$ cat src/rtl/irq_vector_ctl_if.sv
// irq_vector_ctl_if: CPU bus view seen by the vectored interrupt controller.
// The master drives the address phase; the slave returns the DI override.
interface irq_vector_ctl_if;
  logic [15:0] AD;
  logic        WE;
  logic [7:0]  WD;
  logic        RDY;
  logic        VOE;
  logic [7:0]  VO;

  modport master (
    output AD, WE, WD, RDY,
    input  VOE, VO
  );

  modport slave (
    input  AD, WE, WD, RDY,
    output VOE, VO
  );
endinterface

$ cat src/rtl/irq_vector_ctl.sv
// irq_vector_ctl: masked edge/level interrupt channels for the 65C02 core.
// Combines requests into IRQ and replaces the FFFE/FFFF fetch with a vector.
module irq_vector_ctl #(
  parameter int          NCH      = 8,
  parameter logic [15:0] REG_BASE = 16'hFE00,
  parameter logic [15:0] VEC_BASE = 16'hFF00
) (
  input  logic            clk,
  input  logic            RST,
  irq_vector_ctl_if.slave bus,
  input  logic [NCH-1:0]  irq_in,
  output logic            IRQ
);

  typedef enum logic {IDLE, LATCHED} state_t;

  state_t         state, state_n;
  logic [NCH-1:0] mask, edge_r, pend_e, irq_q;
  logic [NCH-1:0] pend, req, rise, w1c, ack;
  logic [2:0]     chan, act_chan;
  logic           act_valid;
  logic           rd, wr, win;
  logic           fetch_lo, fetch_hi;
  logic           rd_hit;
  logic [7:0]     rd_data, reg_data;
  logic [15:0]    vec_lo, vec_hi;

  assign rd   = bus.RDY & ~bus.WE;
  assign wr   = bus.RDY & bus.WE;
  assign win  = bus.AD[15:2] == REG_BASE[15:2];
  assign pend = (pend_e & edge_r) | (irq_in & ~edge_r);
  assign req  = pend & mask;
  assign rise = irq_in & ~irq_q & edge_r;
  assign w1c  = (wr && win && bus.AD[1:0] == 2'd2)
              ? bus.WD[NCH-1:0] : '0;

  always_comb begin
    act_valid = 1'b0;
    act_chan  = '0;
    for (int i = NCH - 1; i >= 0; i--) begin
      if (req[i]) begin
        act_valid = 1'b1;
        act_chan  = 3'(i);
      end
    end
  end

  always_comb begin
    state_n  = state;
    fetch_lo = 1'b0;
    fetch_hi = 1'b0;
    if (bus.RDY) begin
      unique case (state)
        IDLE: begin
          if (rd && bus.AD == 16'hFFFE && act_valid) begin
            fetch_lo = 1'b1;
            state_n  = LATCHED;
          end
        end
        LATCHED: begin
          state_n  = IDLE;
          fetch_hi = rd && bus.AD == 16'hFFFF;
        end
      endcase
    end
  end

  always_comb begin
    for (int i = 0; i < NCH; i++)
      ack[i] = fetch_lo && act_chan == 3'(i);
  end

  assign vec_lo = VEC_BASE + {12'h000, act_chan, 1'b0};
  assign vec_hi = VEC_BASE + {12'h000, chan, 1'b0};

  always_comb begin
    reg_data = '0;
    unique case (bus.AD[1:0])
      2'd0: reg_data = 8'(mask);
      2'd1: reg_data = 8'(edge_r);
      2'd2: reg_data = 8'(pend);
      2'd3: reg_data = {act_valid, 4'b0000, act_chan};
    endcase
  end

  always_comb begin
    rd_hit  = 1'b0;
    rd_data = '0;
    unique case (1'b1)
      fetch_lo: begin
        rd_hit  = 1'b1;
        rd_data = vec_lo[7:0];
      end
      fetch_hi: begin
        rd_hit  = 1'b1;
        rd_data = vec_hi[15:8];
      end
      (rd && win): begin
        rd_hit  = 1'b1;
        rd_data = reg_data;
      end
      default: rd_hit = 1'b0;
    endcase
  end

  always_ff @(posedge clk or posedge RST) begin
    if (RST) begin
      state <= IDLE;
      chan  <= '0;
    end else begin
      state <= state_n;
      if (fetch_lo)
        chan <= act_chan;
    end
  end

  // A new edge outranks a same-cycle clear from W1C or ack.
  always_ff @(posedge clk or posedge RST) begin
    if (RST) begin
      mask    <= '0;
      edge_r  <= '0;
      pend_e  <= '0;
      irq_q   <= '0;
      IRQ     <= 1'b0;
      bus.VOE <= 1'b0;
      bus.VO  <= '0;
    end else begin
      irq_q  <= irq_in;
      IRQ    <= |req;
      pend_e <= ((pend_e & ~(w1c | ack)) | rise) & edge_r;
      if (wr && win && bus.AD[1:0] == 2'd0)
        mask <= bus.WD[NCH-1:0];
      if (wr && win && bus.AD[1:0] == 2'd1)
        edge_r <= bus.WD[NCH-1:0];
      if (bus.RDY) begin
        bus.VOE <= rd_hit;
        bus.VO  <= rd_data;
      end
    end
  end

endmodule

$ cat src/flat_wrapper.sv
// flat-port wrapper written by rule: the top's interface ports become plain ports
module irq_vector_ctl_flat 
#(
  parameter int          NCH      = 8,
  parameter logic [15:0] REG_BASE = 16'hFE00,
  parameter logic [15:0] VEC_BASE = 16'hFF00
)
  (clk, RST, irq_in, IRQ, bus_AD, bus_WE, bus_WD, bus_RDY, bus_VOE, bus_VO);
  irq_vector_ctl_if bus_i ();
  input  logic clk;
  input  logic RST;
  input  logic [NCH-1:0] irq_in;
  output logic IRQ;
  input wire logic [$bits(bus_i.AD)-1:0] bus_AD;
  input wire logic [$bits(bus_i.WE)-1:0] bus_WE;
  input wire logic [$bits(bus_i.WD)-1:0] bus_WD;
  input wire logic [$bits(bus_i.RDY)-1:0] bus_RDY;
  output wire logic [$bits(bus_i.VOE)-1:0] bus_VOE;
  output wire logic [$bits(bus_i.VO)-1:0] bus_VO;
  assign bus_i.AD = bus_AD;
  assign bus_i.WE = bus_WE;
  assign bus_i.WD = bus_WD;
  assign bus_i.RDY = bus_RDY;
  assign bus_VOE = bus_i.VOE;
  assign bus_VO = bus_i.VO;
  irq_vector_ctl #(.NCH(NCH), .REG_BASE(REG_BASE), .VEC_BASE(VEC_BASE)) u_core (.clk(clk), .RST(RST), .bus(bus_i), .irq_in(irq_in), .IRQ(IRQ));
endmodule
$ cat config.mk
export PLATFORM = sky130hd
export DESIGN_NAME = irq_vector_ctl_flat
export DESIGN_NICKNAME = d
export VERILOG_FILES = /design/src/rtl/irq_vector_ctl_if.sv /design/src/rtl/irq_vector_ctl.sv /design/src/flat_wrapper.sv
export SDC_FILE = /design/constraint.sdc
export NUM_CORES = 1
export LEC_CHECK = 0
export BUFFER_PORTS_ARGS = -buffer_cell sky130_fd_sc_hd__clkbuf_2
export CAP_MARGIN = 20
export CORE_ASPECT_RATIO = 0.75
export CORE_UTILIZATION = 49
export CTS_CLUSTER_DIAMETER = 30
export CTS_CLUSTER_SIZE = 20
export DETAILED_ROUTE_END_ITERATION = 16
export GPL_TIMING_DRIVEN = 0
export PLACE_DENSITY = 0.75
export RECOVER_POWER = 100
export SLEW_MARGIN = 25
export SYNTH_ARGS = -nofsm -noshare
export SYNTH_HDL_FRONTEND = slang
export SYNTH_SLANG_ARGS = --single-unit
$ cat constraint.sdc
create_clock -name clk -period 1.7 [get_ports clk]
set_input_delay 0.425 -clock clk [delete_from_list [all_inputs] [get_ports clk]]
set_output_delay 0.425 -clock clk [all_outputs]
set_load 0.02 [all_outputs]
==> results.py <==
metrics = {
    "place": {
        "hpwlAfterDp_um": 4090,
        "post-place-ws_ps": -552,
        "place.port_buffers": 43,
        "place_congestion": 0.834,
    },
    "setup_path": {
        "worst-path-stages": 7,
        "crit_family": "simple AND/OR/NAND/NOR gates",
        "cp_data_arrival_time_ps": 2060,
        "cp_num_buf_inv": 2,
        "r2r_slack_ps": -160,
        "timing.rr.end": "u_core.bus.VO[0]",
        "r2r_cells": 6,
        "cp.required_ps": 1880,
        "cp_max_fo": 8,
        "crit_path_start_kind": "primary input",
        "slowest_delay_ps": 530,
        "r2r_start": "u_core.edge_r[6]",
        "critical_path.cell_chain": "buf_6 > or4_4 > nor4_4 > buf_4 > and2_4 > nand2_8 > mux2_4",
        "slowest_stage": "or4_4",
        "critPathKind": "in -> reg",
        "end_kind": "flip-flop",
    },
    "die": {
        "coreArea_um2": 4520,
        "fp.dieW_um": 81.6,
        "fp.dieH_um": 61.7,
        "ios": 46,
        "start_util_pct": 51.6,
        "rows": 21,
        "dieArea_um2": 5040,
    },
    "clock_network": {
        "clk_latency_ps": 300,
        "cts_num_sinks": 43,
        "numCtsBuffers": 5,
        "cts_tree": "built",
        "cts_max_path_buffers": 2,
        "ctsHtreeMaxLevel": 2,
        "cts_root_buf": "clkbuf_8",
        "clk_pin_slew_ps": 80,
        "ctsHoldBuffers": 0,
    },
    "timing": {
        "hold_slack_ps": 209,
        "slew_headroom_pct": 52.5,
        "post-route-min-period_ps": 1880,
        "timing.setup.tns_ps": -3590,
        "worstMarginPinSlew_ps": 712,
        "worst_slack_ps": -179,
        "drv_slew": 0,
        "rsz0062_at_grt": "true",
        "hold_viol_final": 0,
        "setup_violations": 29,
        "fmax_ghz": 0.532,
        "skew_ps": 13.2,
        "timing.final.crit_share_pct": 111,
    },
    "power_and_ir_drop": {
        "internal-power_uw": 1490,
        "p_sw_share_pct": 24.3,
        "power_density_nw_per_um2": 628,
        "p_comb_share_pct": 11.1,
        "p_leak_uw": 0.00144,
        "switchingPower_uw": 480,
        "irDropWorstVdd_uv": 505,
        "p_seq_share_pct": 52.4,
        "clockPowerShare_pct": 36.4,
        "p_total_uw": 1970,
    },
    "synth": {
        "netlist_area_um2": 2330,
        "synthArstFlopShare_pct": 100,
        "synthDominantCellAreaShare_pct": 46.2,
        "synth_cell_types": 52,
        "yosysTopAreaCell": "dfrtp_1",
        "netlist_instances": 220,
        "ys_ff_latch": 43,
        "synth-main-ff-cell": "dfrtp_1",
        "avgSynthCellArea_um2": 10.6,
        "yosysSeqAreaShare_pct": 46.2,
        "synthTopCellsByArea": "dfrtp_1 (46%), mux2_4 (8.4%), nand2_1 (4.3%), a21oi_1 (3.7%), mux2i_1 (2.6%)",
        "synthesis.nets": 256,
        "yosysWarnings": 0,
        "synth_edf_count": 0,
    },
    "route": {
        "drc": 0,
        "routed_wl_um": 6210,
        "antenna_left": 0,
        "via_per_inst": 5.83,
        "first_pass_iters": 6,
        "drt_iter0_drc": 97,
        "dr_total_vias": 2070,
        "drt-wirelength-per-cell_um": 17.5,
    },
    "run": {
        "maxCapViolCount": 0,
    },
    "global_route": {
        "grt_max_degree": 26,
        "grt_use_total_pct": 25.0,
        "grt_overflow": 0,
        "antenna_found_initial": 0,
        "grt_pass1_vias": 1877,
        "grt_first_pass_wirelength_um": 9160,
    },
    "outcome": {
        "violations": "setup timing",
        "status": "complete, but fails checks",
    },
    "min_path": {
        "hold_path_class": "in -> async",
    },
    "finish": {
        "final_cell_mix": "dfrtp_1 (40), clkbuf_2 (24), clkbuf_1 (22), nand2_1 (22), buf_4 (20)",
        "fin_nets": 333,
        "antennaDiodeCount": 0,
        "area_growth_pct": 34.9,
        "final_util_pct": 69.6,
        "final_layout_size_suffix_gt1_share_pct": 40.9,
        "final_common_cell": "dfrtp_1",
    },
}
==> synth_stat cells (3+ instances only) <==
cell       instances
a211oi_1           5
nand2_1           27
nand3_1            6
clkbuf_1           4
nand3b_1           3
a21oi_1           17
mux2_2             4
mux2i_1            6
nor2_1             6
nand2b_1           7
o2bb2ai_1          3
dfrtp_1           43
inv_1              6
nand4_1            3
o21ai_0           12
a21o_1             3
mux2_4            13
o22ai_1            6
nor2b_1            6
==> power by group through the flow <==
stage	combinational, uW	sequential (uW)	clock [uW]
global route	240	1040	759
floorplan	96.4	1060	0
detailed placement	185	1060	0
global placement	177	1060	0
finish	220	1040	719
CTS	203	1040	712
==> routing by layer <==
| metal | vias to the layer above | GRT usage [%] | part of all wire [%] |
|---|---|---|---|
| li1 | 962 | - | - |
| met1 | 1021 | 35.5 | 46 |
| met2 | 71 | 38.2 | 45 |
| met3 | 16 | 5.55 | 6.2 |
| met4 | 0 | 9.02 | 2.2 |
| met5 | - | 0 | 0 |
==> registers in the layout, summed over array words and instances (netlist names) <==
register / count
u_core.state: 1
u_core.irq_q: 8
u_core.IRQ: 1
u_core.bus.VO: 8
u_core.pend_e: 8
u_core.edge_r: 8
u_core.bus.VOE: 1
u_core.mask: 8
==> repair_timing <==
action	CTS	global route
pin swaps	9	13
gates resized for setup	26	33
setup buffers	18	9
setup endpoints to repair	32	34
==> kinds of logic after synthesis <==
group,share of synthesized area (%)
compound gates,17.7
buf+inv,2.31
flops,46.2
mux,12.9
simple gates,21.0
==> metrics by stage <==
| stage | cells | area (um2) |
|---|---|---|
| 5_1_grt | 355 | 3140 |
| 2_1_floorplan | 220 | 2360 |
| 4_1_cts | 347 | 3020 |
| 6_report | 355 | 3140 |
| 3_5_place_dp | 321 | 2660 |
| 3_3_place_gp | 320 | 2640 |
==> worst max-delay path by stage <==
stage / slack (ps) / to / start
after floorplan: -280 / u_core.mask[0] / bus_AD[4]
after global placement: -530 / u_core.mask[5] / bus_AD[4]
after detailed placement: -550 / u_core.mask[5] / bus_AD[4]
after CTS: -230 / u_core.bus.VO[0] / u_core.edge_r[6]
after global routing: -260 / u_core.pend_e[6] / bus_AD[4]
final: -180 / u_core.edge_r[6] / bus_AD[4]
==> final cells by class <==
cell class                 instances  area [um2]
timing repair buffer              70         443
buffer                             6        32.5
fill                             358        1380
inverter                           6        22.5
sequential                        43        1080
clock buffer                       8         100
tap                               57        71.3
multi-input combinational        165        1400
Note: power is estimated with default switching activity, not from simulation.
